[src/rtl/fpu_div_pkg.sv]
// ---------------------------------------------------------------------------
// fpu_div_pkg
//   Shared types and helpers for the FPU significand divide path.
//   - div_state_e  : sequencer states of the restoring divider
//   - qw()         : number of quotient bits produced for a significand width
//                    (integer bit + MW-1 fraction bits + hidden bit position +
//                    one guard bit, i.e. MW+2)
//   - div_result_t : result bundle handed to the packer, sized for the
//                    default (single precision) significand width
// ---------------------------------------------------------------------------
package fpu_div_pkg;

  typedef enum logic [1:0] {
    IDLE  = 2'd0,
    CALC  = 2'd1,
    ROUND = 2'd2,
    DONE  = 2'd3
  } div_state_e;

  // Default significand width including the hidden bit (single precision).
  localparam int MW_DEFAULT = 32'sd24;

  // Quotient bits generated: integer bit, MW fraction bits, one guard bit.
  function automatic int qw(input int mw);
    return mw + 32'sd2;
  endfunction

  // Result bundle for the default width; field order matches the packer.
  typedef struct packed {
    logic [MW_DEFAULT-2:0] q_frac;
    logic                  norm_shift;
    logic                  exp_inc;
    logic                  inexact;
    logic                  div_by_zero;
  } div_result_t;

endpackage

[src/rtl/mantissa_div_seq_if.sv]
// ---------------------------------------------------------------------------
// mantissa_div_seq_if
//   Operand and result handshakes of the sequential significand divider.
//   Operand side : in_valid / in_ready, dividend, divisor
//   Result side  : out_valid / out_ready, q_frac, norm_shift, exp_inc,
//                  inexact, div_by_zero
//   master modport : the producer of operands and consumer of results
//   slave modport  : the divider itself
// ---------------------------------------------------------------------------
interface mantissa_div_seq_if #(
  parameter int MW = 24
);

  logic          in_valid;
  logic          in_ready;
  logic [MW-1:0] dividend;
  logic [MW-1:0] divisor;

  logic          out_valid;
  logic          out_ready;
  logic [MW-2:0] q_frac;
  logic          norm_shift;
  logic          exp_inc;
  logic          inexact;
  logic          div_by_zero;

  modport master (
    output in_valid,
    output dividend,
    output divisor,
    output out_ready,
    input  in_ready,
    input  out_valid,
    input  q_frac,
    input  norm_shift,
    input  exp_inc,
    input  inexact,
    input  div_by_zero
  );

  modport slave (
    input  in_valid,
    input  dividend,
    input  divisor,
    input  out_ready,
    output in_ready,
    output out_valid,
    output q_frac,
    output norm_shift,
    output exp_inc,
    output inexact,
    output div_by_zero
  );

endinterface

[src/rtl/div_round_rne.sv]
// ---------------------------------------------------------------------------
// div_round_rne
//   Purely combinational normalise + guard/sticky + round-to-nearest-even
//   stage. Takes a raw QW-bit quotient whose value lies in (0.5, 2) with the
//   binary point after the MSB, plus a flag telling whether any remainder is
//   left, and produces the rounded fraction (hidden bit dropped).
//   Also used by the square-root unit, so it carries no state.
//
//   Ports
//     q          in  QW   raw quotient, q[QW-1] has weight 1
//     rem_nz     in  1    remainder is nonzero (contributes to sticky)
//     frac       out MW-1 rounded fraction
//     norm_shift out 1    quotient was < 1, result shifted left by one
//     exp_inc    out 1    rounding carried out of the MW-bit significand
//     inexact    out 1    guard or sticky nonzero
// ---------------------------------------------------------------------------
module div_round_rne
  import fpu_div_pkg::*;
#(
  parameter int MW = 24
) (
  input  logic [qw(MW)-1:0] q,
  input  logic              rem_nz,
  output logic [MW-2:0]     frac,
  output logic              norm_shift,
  output logic              exp_inc,
  output logic              inexact
);

  localparam int QW = qw(MW);

  logic [MW-1:0] sig;
  logic          guard;
  logic          sticky;
  logic          round_up;

  // Normalise: pick the MW significand bits below the leading one and the
  // bit after them as guard; everything further down folds into sticky.
  always_comb begin
    if (q[QW-1]) begin
      sig        = q[QW-1:2];
      guard      = q[1];
      sticky     = q[0] | rem_nz;
      norm_shift = 1'b0;
    end else begin
      sig        = q[QW-2:1];
      guard      = q[0];
      sticky     = rem_nz;
      norm_shift = 1'b1;
    end
  end

  // Round to nearest even. The MW-bit increment only carries out when every
  // significand bit is one, in which case the wrapped fraction is zero.
  always_comb begin
    round_up = guard & (sticky | sig[0]);
    frac     = sig[MW-2:0] + {{(MW-2){1'b0}}, round_up};
    exp_inc  = round_up & (&sig);
    inexact  = guard | sticky;
  end

endmodule

[src/rtl/mantissa_div_seq.sv]
// ---------------------------------------------------------------------------
// mantissa_div_seq
//   Sequential restoring divider for normalised floating-point significands.
//   One quotient bit per clock for QW = MW+2 clocks, then one rounding clock,
//   then the result is held until the consumer accepts it. The packer forms
//   the exponent as ea - eb + bias - norm_shift + exp_inc.
//
//   Sequence : IDLE -> CALC (QW cycles) -> ROUND -> DONE -> IDLE
//              IDLE -> DONE directly when the divisor MSB is 0
//   Latency  : handshake in cycle 0, out_valid in cycle QW+2
//              (divide-by-zero: cycle 1)
//
//   Ports
//     clk   in  1  clock, all state on the rising edge
//     rstn  in  1  synchronous active-low reset
//     bus   slave  operand / result handshakes (see mantissa_div_seq_if)
// ---------------------------------------------------------------------------
module mantissa_div_seq
  import fpu_div_pkg::*;
#(
  parameter int MW = 24
) (
  input  logic              clk,
  input  logic              rstn,
  mantissa_div_seq_if.slave bus
);

  localparam int QW = qw(MW);
  localparam int CW = $clog2(QW);

  localparam logic [CW-1:0] CNT_LAST = CW'(QW - 32'sd1);
  localparam logic [CW-1:0] CNT_ONE  = {{(CW-1){1'b0}}, 1'b1};

  localparam logic [1:0] ST_IDLE  = IDLE;
  localparam logic [1:0] ST_CALC  = CALC;
  localparam logic [1:0] ST_ROUND = ROUND;
  localparam logic [1:0] ST_DONE  = DONE;

  // Sequencer and datapath state
  logic [1:0]    state;
  logic [CW-1:0] cnt;
  logic [MW:0]   rem;
  logic [MW-1:0] dsr;
  logic [QW-1:0] quo;

  // Registered handshake and result outputs
  logic          ready;
  logic          valid;
  logic [MW-2:0] res_frac;
  logic          res_norm;
  logic          res_inc;
  logic          res_inexact;
  logic          res_dbz;

  // Restoring step
  logic [MW+1:0] trial;
  logic          qbit;
  logic [MW:0]   rem_next;
  logic          rem_nz;

  // Rounding stage results
  logic [MW-2:0] rnd_frac;
  logic          rnd_norm;
  logic          rnd_inc;
  logic          rnd_inexact;

  // One restoring step: the trial difference carries an extra sign bit, and
  // is kept only when it did not go negative.
  always_comb begin
    trial  = {1'b0, rem} - {2'b00, dsr};
    rem_nz = |rem;
    if (trial[MW+1]) begin
      qbit     = 1'b0;
      rem_next = rem << 1'b1;
    end else begin
      qbit     = 1'b1;
      rem_next = trial[MW:0] << 1'b1;
    end
  end

  div_round_rne #(
    .MW (MW)
  ) u_round (
    .q          (quo),
    .rem_nz     (rem_nz),
    .frac       (rnd_frac),
    .norm_shift (rnd_norm),
    .exp_inc    (rnd_inc),
    .inexact    (rnd_inexact)
  );

  // Sequencer, remainder/quotient registers and result registers
  always_ff @(posedge clk) begin
    if (!rstn) begin
      state       <= ST_IDLE;
      cnt         <= '0;
      rem         <= '0;
      dsr         <= '0;
      quo         <= '0;
      ready       <= 1'b1;
      valid       <= 1'b0;
      res_frac    <= '0;
      res_norm    <= 1'b0;
      res_inc     <= 1'b0;
      res_inexact <= 1'b0;
      res_dbz     <= 1'b0;
    end else begin
      case (state)
        ST_IDLE: begin
          if (bus.in_valid) begin
            rem   <= {1'b0, bus.dividend};
            dsr   <= bus.divisor;
            quo   <= '0;
            cnt   <= '0;
            ready <= 1'b0;
            if (!bus.divisor[MW-1]) begin
              // A divisor without its hidden bit is treated as zero.
              state       <= ST_DONE;
              valid       <= 1'b1;
              res_frac    <= '0;
              res_norm    <= 1'b0;
              res_inc     <= 1'b0;
              res_inexact <= 1'b0;
              res_dbz     <= 1'b1;
            end else begin
              state <= ST_CALC;
            end
          end
        end

        ST_CALC: begin
          quo <= {quo[QW-2:0], qbit};
          rem <= rem_next;
          cnt <= cnt + CNT_ONE;
          if (cnt == CNT_LAST) begin
            state <= ST_ROUND;
          end
        end

        ST_ROUND: begin
          state       <= ST_DONE;
          valid       <= 1'b1;
          res_frac    <= rnd_frac;
          res_norm    <= rnd_norm;
          res_inc     <= rnd_inc;
          res_inexact <= rnd_inexact;
          res_dbz     <= 1'b0;
        end

        ST_DONE: begin
          if (bus.out_ready) begin
            state <= ST_IDLE;
            valid <= 1'b0;
            ready <= 1'b1;
          end
        end

        default: begin
          state <= ST_IDLE;
          valid <= 1'b0;
          ready <= 1'b1;
        end
      endcase
    end
  end

  assign bus.in_ready    = ready;
  assign bus.out_valid   = valid;
  assign bus.q_frac      = res_frac;
  assign bus.norm_shift  = res_norm;
  assign bus.exp_inc     = res_inc;
  assign bus.inexact     = res_inexact;
  assign bus.div_by_zero = res_dbz;

endmodule

[src/flat_wrapper.sv]
// flat-port wrapper written by rule: the top's interface ports become plain ports
module mantissa_div_seq_flat import fpu_div_pkg::*;
#(
  parameter int MW = 24
)
  (clk, rstn, bus_in_valid, bus_dividend, bus_divisor, bus_out_ready, bus_in_ready, bus_out_valid, bus_q_frac, bus_norm_shift, bus_exp_inc, bus_inexact, bus_div_by_zero);
  mantissa_div_seq_if #(.MW(MW)) bus_i ();
  input  logic clk;
  input  logic rstn;
  input wire logic [$bits(bus_i.in_valid)-1:0] bus_in_valid;
  input wire logic [$bits(bus_i.dividend)-1:0] bus_dividend;
  input wire logic [$bits(bus_i.divisor)-1:0] bus_divisor;
  input wire logic [$bits(bus_i.out_ready)-1:0] bus_out_ready;
  output wire logic [$bits(bus_i.in_ready)-1:0] bus_in_ready;
  output wire logic [$bits(bus_i.out_valid)-1:0] bus_out_valid;
  output wire logic [$bits(bus_i.q_frac)-1:0] bus_q_frac;
  output wire logic [$bits(bus_i.norm_shift)-1:0] bus_norm_shift;
  output wire logic [$bits(bus_i.exp_inc)-1:0] bus_exp_inc;
  output wire logic [$bits(bus_i.inexact)-1:0] bus_inexact;
  output wire logic [$bits(bus_i.div_by_zero)-1:0] bus_div_by_zero;
  assign bus_i.in_valid = bus_in_valid;
  assign bus_i.dividend = bus_dividend;
  assign bus_i.divisor = bus_divisor;
  assign bus_i.out_ready = bus_out_ready;
  assign bus_in_ready = bus_i.in_ready;
  assign bus_out_valid = bus_i.out_valid;
  assign bus_q_frac = bus_i.q_frac;
  assign bus_norm_shift = bus_i.norm_shift;
  assign bus_exp_inc = bus_i.exp_inc;
  assign bus_inexact = bus_i.inexact;
  assign bus_div_by_zero = bus_i.div_by_zero;
  mantissa_div_seq #(.MW(MW)) u_core (.clk(clk), .rstn(rstn), .bus(bus_i));
endmodule
[config.mk]
export PLATFORM = sky130hd
export DESIGN_NAME = mantissa_div_seq_flat
export DESIGN_NICKNAME = d
export VERILOG_FILES = /design/src/rtl/fpu_div_pkg.sv /design/src/rtl/mantissa_div_seq_if.sv /design/src/rtl/div_round_rne.sv /design/src/rtl/mantissa_div_seq.sv /design/src/flat_wrapper.sv
export SDC_FILE = /design/constraint.sdc
export NUM_CORES = 1
export LEC_CHECK = 0
export BUFFER_PORTS_ARGS = -buffer_cell sky130_fd_sc_hd__buf_4
export CAP_MARGIN = 20
export CORE_ASPECT_RATIO = 0.6
export CORE_MARGIN = 2
export CORE_UTILIZATION = 45
export DETAILED_ROUTE_END_ITERATION = 7
export GPL_TIMING_DRIVEN = 0
export PLACE_DENSITY = 0.69
export SETUP_SLACK_MARGIN = 0.2
export SYNTH_ARGS = -nofsm -noshare
export SYNTH_HDL_FRONTEND = slang
export SYNTH_HIERARCHICAL = 1
export SYNTH_SLANG_ARGS = --single-unit
[constraint.sdc]
create_clock -name clk -period 3.6 [get_ports clk]
set_input_delay 0.36 -clock clk [delete_from_list [all_inputs] [get_ports clk]]
set_output_delay 0.36 -clock clk [all_outputs]
set_load 0.01 [all_outputs]
# == Word level (Yosys, flattened, before mapping) ==
# Index checks and enable logic that the tools add are counted.
# Widths: inputs -> output; s select.
# word_totals
ff_bits,111
out_inout_bits,29
# op_classes
n_addsub,3
n_eq_ne,8
n_mux,33
n_bitwise,5
n_reduce_logical,13
# ops
op,count
$pmux 26 s2,1
$mux 25,2
$pmux 25 s2,1
$mux 23,2
$pmux 23 s2,1
$mux 26,1
$sub 25x24->26,1
$reduce_or 25->1,1
$mux 24,1
$reduce_and 24->1,1
$add 23x1->23,1
$mux 1,11
$pmux 1 s2,5
$pmux 5 s2,1
$reduce_and 3->1,3
$mux 2,4
$pmux 2 s4,1
$ne 2x2->1 const B,3
$reduce_bool 2->1,3
$add 5x1->5 const B,1
$eq 5x5->1 const B,1
$mux 5,1
$eq 2x2->1 const B,2
$reduce_and 2->1,2
8 further kinds,11

# == Depth between registers and ports, before layout ==
# depth
ltp_word,7
mapped_depth,15
mapped_depth_nobuf,12

# == By module ==
# The synthesis kept the hierarchy.
# modules_own_cells
module,n_inst,cells_per_inst,area_per_inst_um2,seq_area_each_um2
mantissa_div_seq,1,758,6100.9,2222.1
div_round_rne,1,172,1167.4,0.0

# == Least setup slack after synthesis ==
# Ideal clock, no wire load.
# synth_timing
path_type,flip-flop to flip-flop
startpoint,register u_core.quo[25]
endpoint,"register u_core.res_frac[20], in the netlist u_core/bus.q_frac[20]"
t_arrival_ns,2.981
required_time_ns,3.524
path_slack_ns,0.544
path_stages_with_launch,15
path_buffers,4
period_less_slack_ns,3.056
path_cell_list,dfxtp_1 > buf_6 > buf_2 > buf_2 > buf_1 > nand2_1 > a21boi_0 > ha_1 > nand2_1 > nor4_2 > nand2_1 > nor4b_2 > xnor2_1 > nand3_1 > a21boi_0
# synth_between
elab_chain_cells,5
elab_cells_between_ends,7
cone_classes,add/sub: 1; mux: 4; bitwise: 2
# synth_lines
item,line,text
start: declaration,mantissa_div_seq.sv:44,logic [QW-1:0] quo;
start signal: assignment,mantissa_div_seq.sv:132,"quo <= {quo[QW-2:0], qbit};"
$mux 1 / $mux 24 (equally long branches),div_round_rne.sv:40,if (q[QW-1]) begin
$or 1x1->1,div_round_rne.sv:56,round_up = guard & (sticky | sig[0]);
$and 1x1->1,div_round_rne.sv:56,
$add 23x1->23 (*),div_round_rne.sv:57,"frac = sig[MW-2:0] + {{(MW-2){1'b0}}, round_up};"
named net u_core.rnd_frac[20],mantissa_div_seq.sv:62,logic [MW-2:0] rnd_frac;
$pmux 23 s2 (*),mantissa_div_seq.sv:108,case (state)
end signal: assignment,mantissa_div_seq.sv:143,res_frac <= rnd_frac;
end: declaration,mantissa_div_seq.sv:49,logic [MW-2:0] res_frac;
# Mark *: on every way through the listed nets, which the timed path passes. The rest lies on a longest branch.
# A chain may end at the register's enable or synchronous reset.

# == Final worst setup path ==
# layout_timing
startpoint,register u_core.rem[18]
endpoint,register u_core.rem[17]
# layout_between
elab_chain_cells,3
# layout_lines
item,line,text
start: declaration,mantissa_div_seq.sv:42,logic [MW:0] rem;
start signal: assignment,mantissa_div_seq.sv:111,"rem <= {1'b0, bus.dividend};"
start signal: assignment,mantissa_div_seq.sv:133,rem <= rem_next;
$sub 25x24->26,mantissa_div_seq.sv:70,"trial = {1'b0, rem} - {2'b00, dsr};"
$mux 25,mantissa_div_seq.sv:72,if (trial[MW+1]) begin
$pmux 25 s2,mantissa_div_seq.sv:108,
# No other way between the ends.

==> summary.md <==
| Metric | Value |
|---|---|
| Iter 0 DRT Violations | between 900 and 1k |
| Antenna violations before repair | 0 |
| Core area | around 16000 sq um |
| Post-route minimum period | 3.108 ns |
| Area grow syn2layout | 17.13% |
| Worst Path Required | about 3.8 ns |
| IO Count | 81 |
| M1 GR Usage | 0.4187 |
| Tightest Pin Transition | 0.8381 ns |
| PD cells | about 860 nW/um^2 |
| CP delay by family, top | compound AO/OA/AOI/OAI gates |
| Share of the synthesized area in the top cell type | 0.3057 |
| Asr flop ratio synth | 0 |
| Worst setup path class | reg -> reg |
| Dpl cells | roughly 1.2k |
| Non-Filler Instances | around 1.2k |
| Final GP Congestion | 0.9692 |
| # rows | 35 |
| Yosys top cell by area | dfxtp_1 |
| Met2 usage | 0.3481 |
| Wirelength per Cell | approximately 18 um |
| Number of global-route vias before repair | about 6.5k |
| Largest net degree at the start of global routing | 19 |
| Synth top area cells | dfxtp_1 31%, nand2_1 6.5%, a21boi_0 5.7%, ha_1 5.3%, a21oi_1 4.5% |
| CP startpoint kind | register |
| Antenna Nets Post-Route | 0 |
| Sequential area share after synthesis | 0.3057 |
| Max-slew headroom | 0.4363 |
| Netlist Area Pre-Place | roughly 7300 sq um |
| Met3 GRT Util | 0.07514 |
| Share of cells above drive strength 1 | 0.1351 |
| DR vias | around 7.2k |
| Hold Crit Class | in -> reg |
| Critical Path Stages | 11 |
| Die W | 168.1 um |
| RSZ-0062 raised after global routing | no |
| Worst hold path stage count | 3 |
| Clock-pin transition on the worst setup and hold timing paths | 0.08 ns |
| Crit path buf inv count | 2 |
| Yosys reg bits | approximately 110 |
| Via density per instance | 5.845 |
| Clk root buf | clkbuf_16 |
| Initial cell density of the core | 0.4662 |
| Fin crit share | 0.8632 |
| Remaining global-route overflow | 0 |
| Post-synth top flop | dfxtp_1 |
| Port Buffer Count | 79 |
| Routed WL | approximately 22000 um |
| Crit path max-delay cell type | o311ai_0 |
| CP endpoint kind | register |
| Cell Chain, Critical Path | ha_1 > clkbuf_1 > a21o_1 > a21o_1 > a21oi_1 > o21ai_0 > nor3_2 > buf_4 > nand2_1 > o311ai_0 > a21oi_1 |
| ANT cells | 0 |
| Clk_lat worst skew | around 0.36 ns |
| Final setup viols | 0 |
| DIE HEIGHT | between 100 and 150 um |
| Die area | about 17000 sq um |
| Drt first pass iters | 6 |
| TritonCTS clock tree | yes |
| CP arrival | roughly 3.3 ns |
| Max-slew violation count | 0 |
| Fin. Hold Viols | 0 |
| CTS sink cnt | about 110 |
| Synthesized area per cell | 7.815 sq um |
| Max-cap violations | 0 |
| H-tree depth | 3 |
| Largest stage delay, worst path | around 0.58 ns |
| Reg2Reg Depth | 11 |
| Most frequent cells after synthesis | 126 x nand2_1, 111 x dfxtp_1, 65 x a21oi_1, 58 x nand3_1, 55 x a21boi_0 |
| Fmax | approximately 320 MHz |
| Grt peak-use layer | met1 |
| CP max FO | 8 |
| Status | finished, final reports clean |
| EDFF count, synth | 0 |
| Unique masters post-synth | between 70 and 80 |
| Mapped Nets | ~1.0k |
| Cell count after synthesis | 930 |
| Yosys warnings | 6 |
| Worst Skew | between 0.008 and 0.009 ns |
| Post-DP HPWL | 16810 um |
| Layout net count | 1108 |
| Final Total Pwr | about 7.3 mW |
| Drt drc | 0 |
| Worst VDD drop | approximately 0.43 mV |
| Leak | 3.175 nW |
| Max clock buf depth | 2 |
| Cell with the most instances after synthesis | nand2_1 |
| GRT Util Overall | 0.2652 |
| First-pass GRT wire length | between 30000 and 40000 um |
| Final core occ | 0.5461 |
| Inserted Clock Buffers | 9 |
==> report_power, final <==
group          switching [mW]  total, mW  internal (mW)
sequential              0.241       1.67           1.43
combinational            2.89       4.54           1.64
clock                   0.488       1.10          0.616
total                    3.62       7.31           3.69
==> through the flow <==
step	worst slack (ns)	area (sq um)	TNS (ns)	hold WS (ns)
after CTS	0.2169	8456	0	0.2474
after global routing	0.2496	8513	0	0.2585
after global placement	-0.2537	8115	-0.6219	0.4531
after detailed placement	-0.2709	8115	-0.6367	0.4576
final	0.4924	8513	0	0.2556
after floorplan	0.5438	7268	0	0.4435
==> cell usage in the layout, fill, tap and decap left out, drive strengths merged, types with 5 or more instances in the layout <==
master,synthesis,layout
nand2,127,127
dfxtp,111,111
buf,17,100
a21oi,65,65
clkbuf,51,61
nand3,58,58
a21boi,55,55
inv,41,42
nor2,40,40
o21ai,38,38
nor2b,35,35
ha,31,31
a22oi,25,25
xnor2,22,22
xor2,22,22
mux2i,17,17
o211ai,17,17
a21o,16,16
nand4,13,13
and2,10,10
nor4,10,10
nand2b,9,9
a31oi,9,9
a211oi,8,8
nor3,7,7
o21a,6,6
o311ai,5,5
a32o,5,5
==> repair_timing <==
item | CTS | global route
gates resized for setup | 5 | 8
hold buffers | 0 | 0
buffers inserted | 0 | 4
pin swaps | 0 | 3
endpoints found under the setup margin | 7 | 6
==> kinds of logic (layout without fill, tap and decap cells) <==
| group | Yosys count | in the layout | synth area share |
|---|---|---|---|
| flops | 111 | 111 | 0.3057 |
| mux | 18 | 18 | 0.02496 |
| fa+ha+maj | 32 | 32 | 0.05612 |
| simple gates | 337 | 337 | 0.2308 |
| compound gates | 279 | 279 | 0.2655 |
| xor+xnor | 44 | 44 | 0.05302 |
| buf+inv | 109 | 208 | 0.06387 |
==> registers in the layout, summed over array words and instances, names as in the netlist <==
register and cells:
u_core/bus.in_ready 1, u_core/dsr 24, u_core/bus.q_frac 23, u_core/bus.norm_shift 1, u_core/cnt 5, u_core/bus.inexact 1, u_core/bus.out_valid 1, u_core/rem 25
u_core/bus.exp_inc 1, u_core/quo 26, u_core/state 2, u_core/bus.div_by_zero 1
==> routing by layer <==
layer	wire, um	part of all wire
met5	0	0
met4	295	0.013
met3	2411	0.11
met2	7949	0.36
met1	11310	0.51
==> final timing paths <==
| check | from | endpoint | slack (ns) |
|---|---|---|---|
| worst max-delay path | u_core/rem[18]$_SDFFE_PN0P_ | u_core/rem[17]$_SDFFE_PN0P_ | 0.49 |
| worst min-delay path | bus_divisor[5] | u_core/dsr[5]$_SDFFE_PN0P_ | 0.26 |
| worst max register to register | u_core/rem[18]$_SDFFE_PN0P_ | u_core/rem[17]$_SDFFE_PN0P_ | 0.49 |
| worst min register to register | u_core/bus.q_frac[8]$_SDFFE_PN0P_ | u_core/bus.q_frac[8]$_SDFFE_PN0P_ | 0.46 |
==> worst reg2reg max path, stage by stage (launching register included) <==
cell and delay (ns):
dfxtp_1 0.48, ha_1 0.28, clkbuf_1 0.20, a21o_1 0.22, a21o_1 0.17, a21oi_1 0.24, o21ai_0 0.21, nor3_2 0.21
buf_4 0.17, nand2_1 0.11, o311ai_0 0.58, a21oi_1 0.09
==> area by class of cell <==
cell class / count / area, sq um
Buffer: 68 / 324.1
Clock buffer: 10 / 229.0
Clock inverter: 6 / 93.84
Fill cell: 1505 / 7077
Inverter: 41 / 153.9
Multi-Input combinational cell: 710 / 4613
Sequential cell: 111 / 2222
Tap cell: 203 / 254.0
Timing Repair Buffer: 83 / 623.1
(Power assumes the default switching activity.)
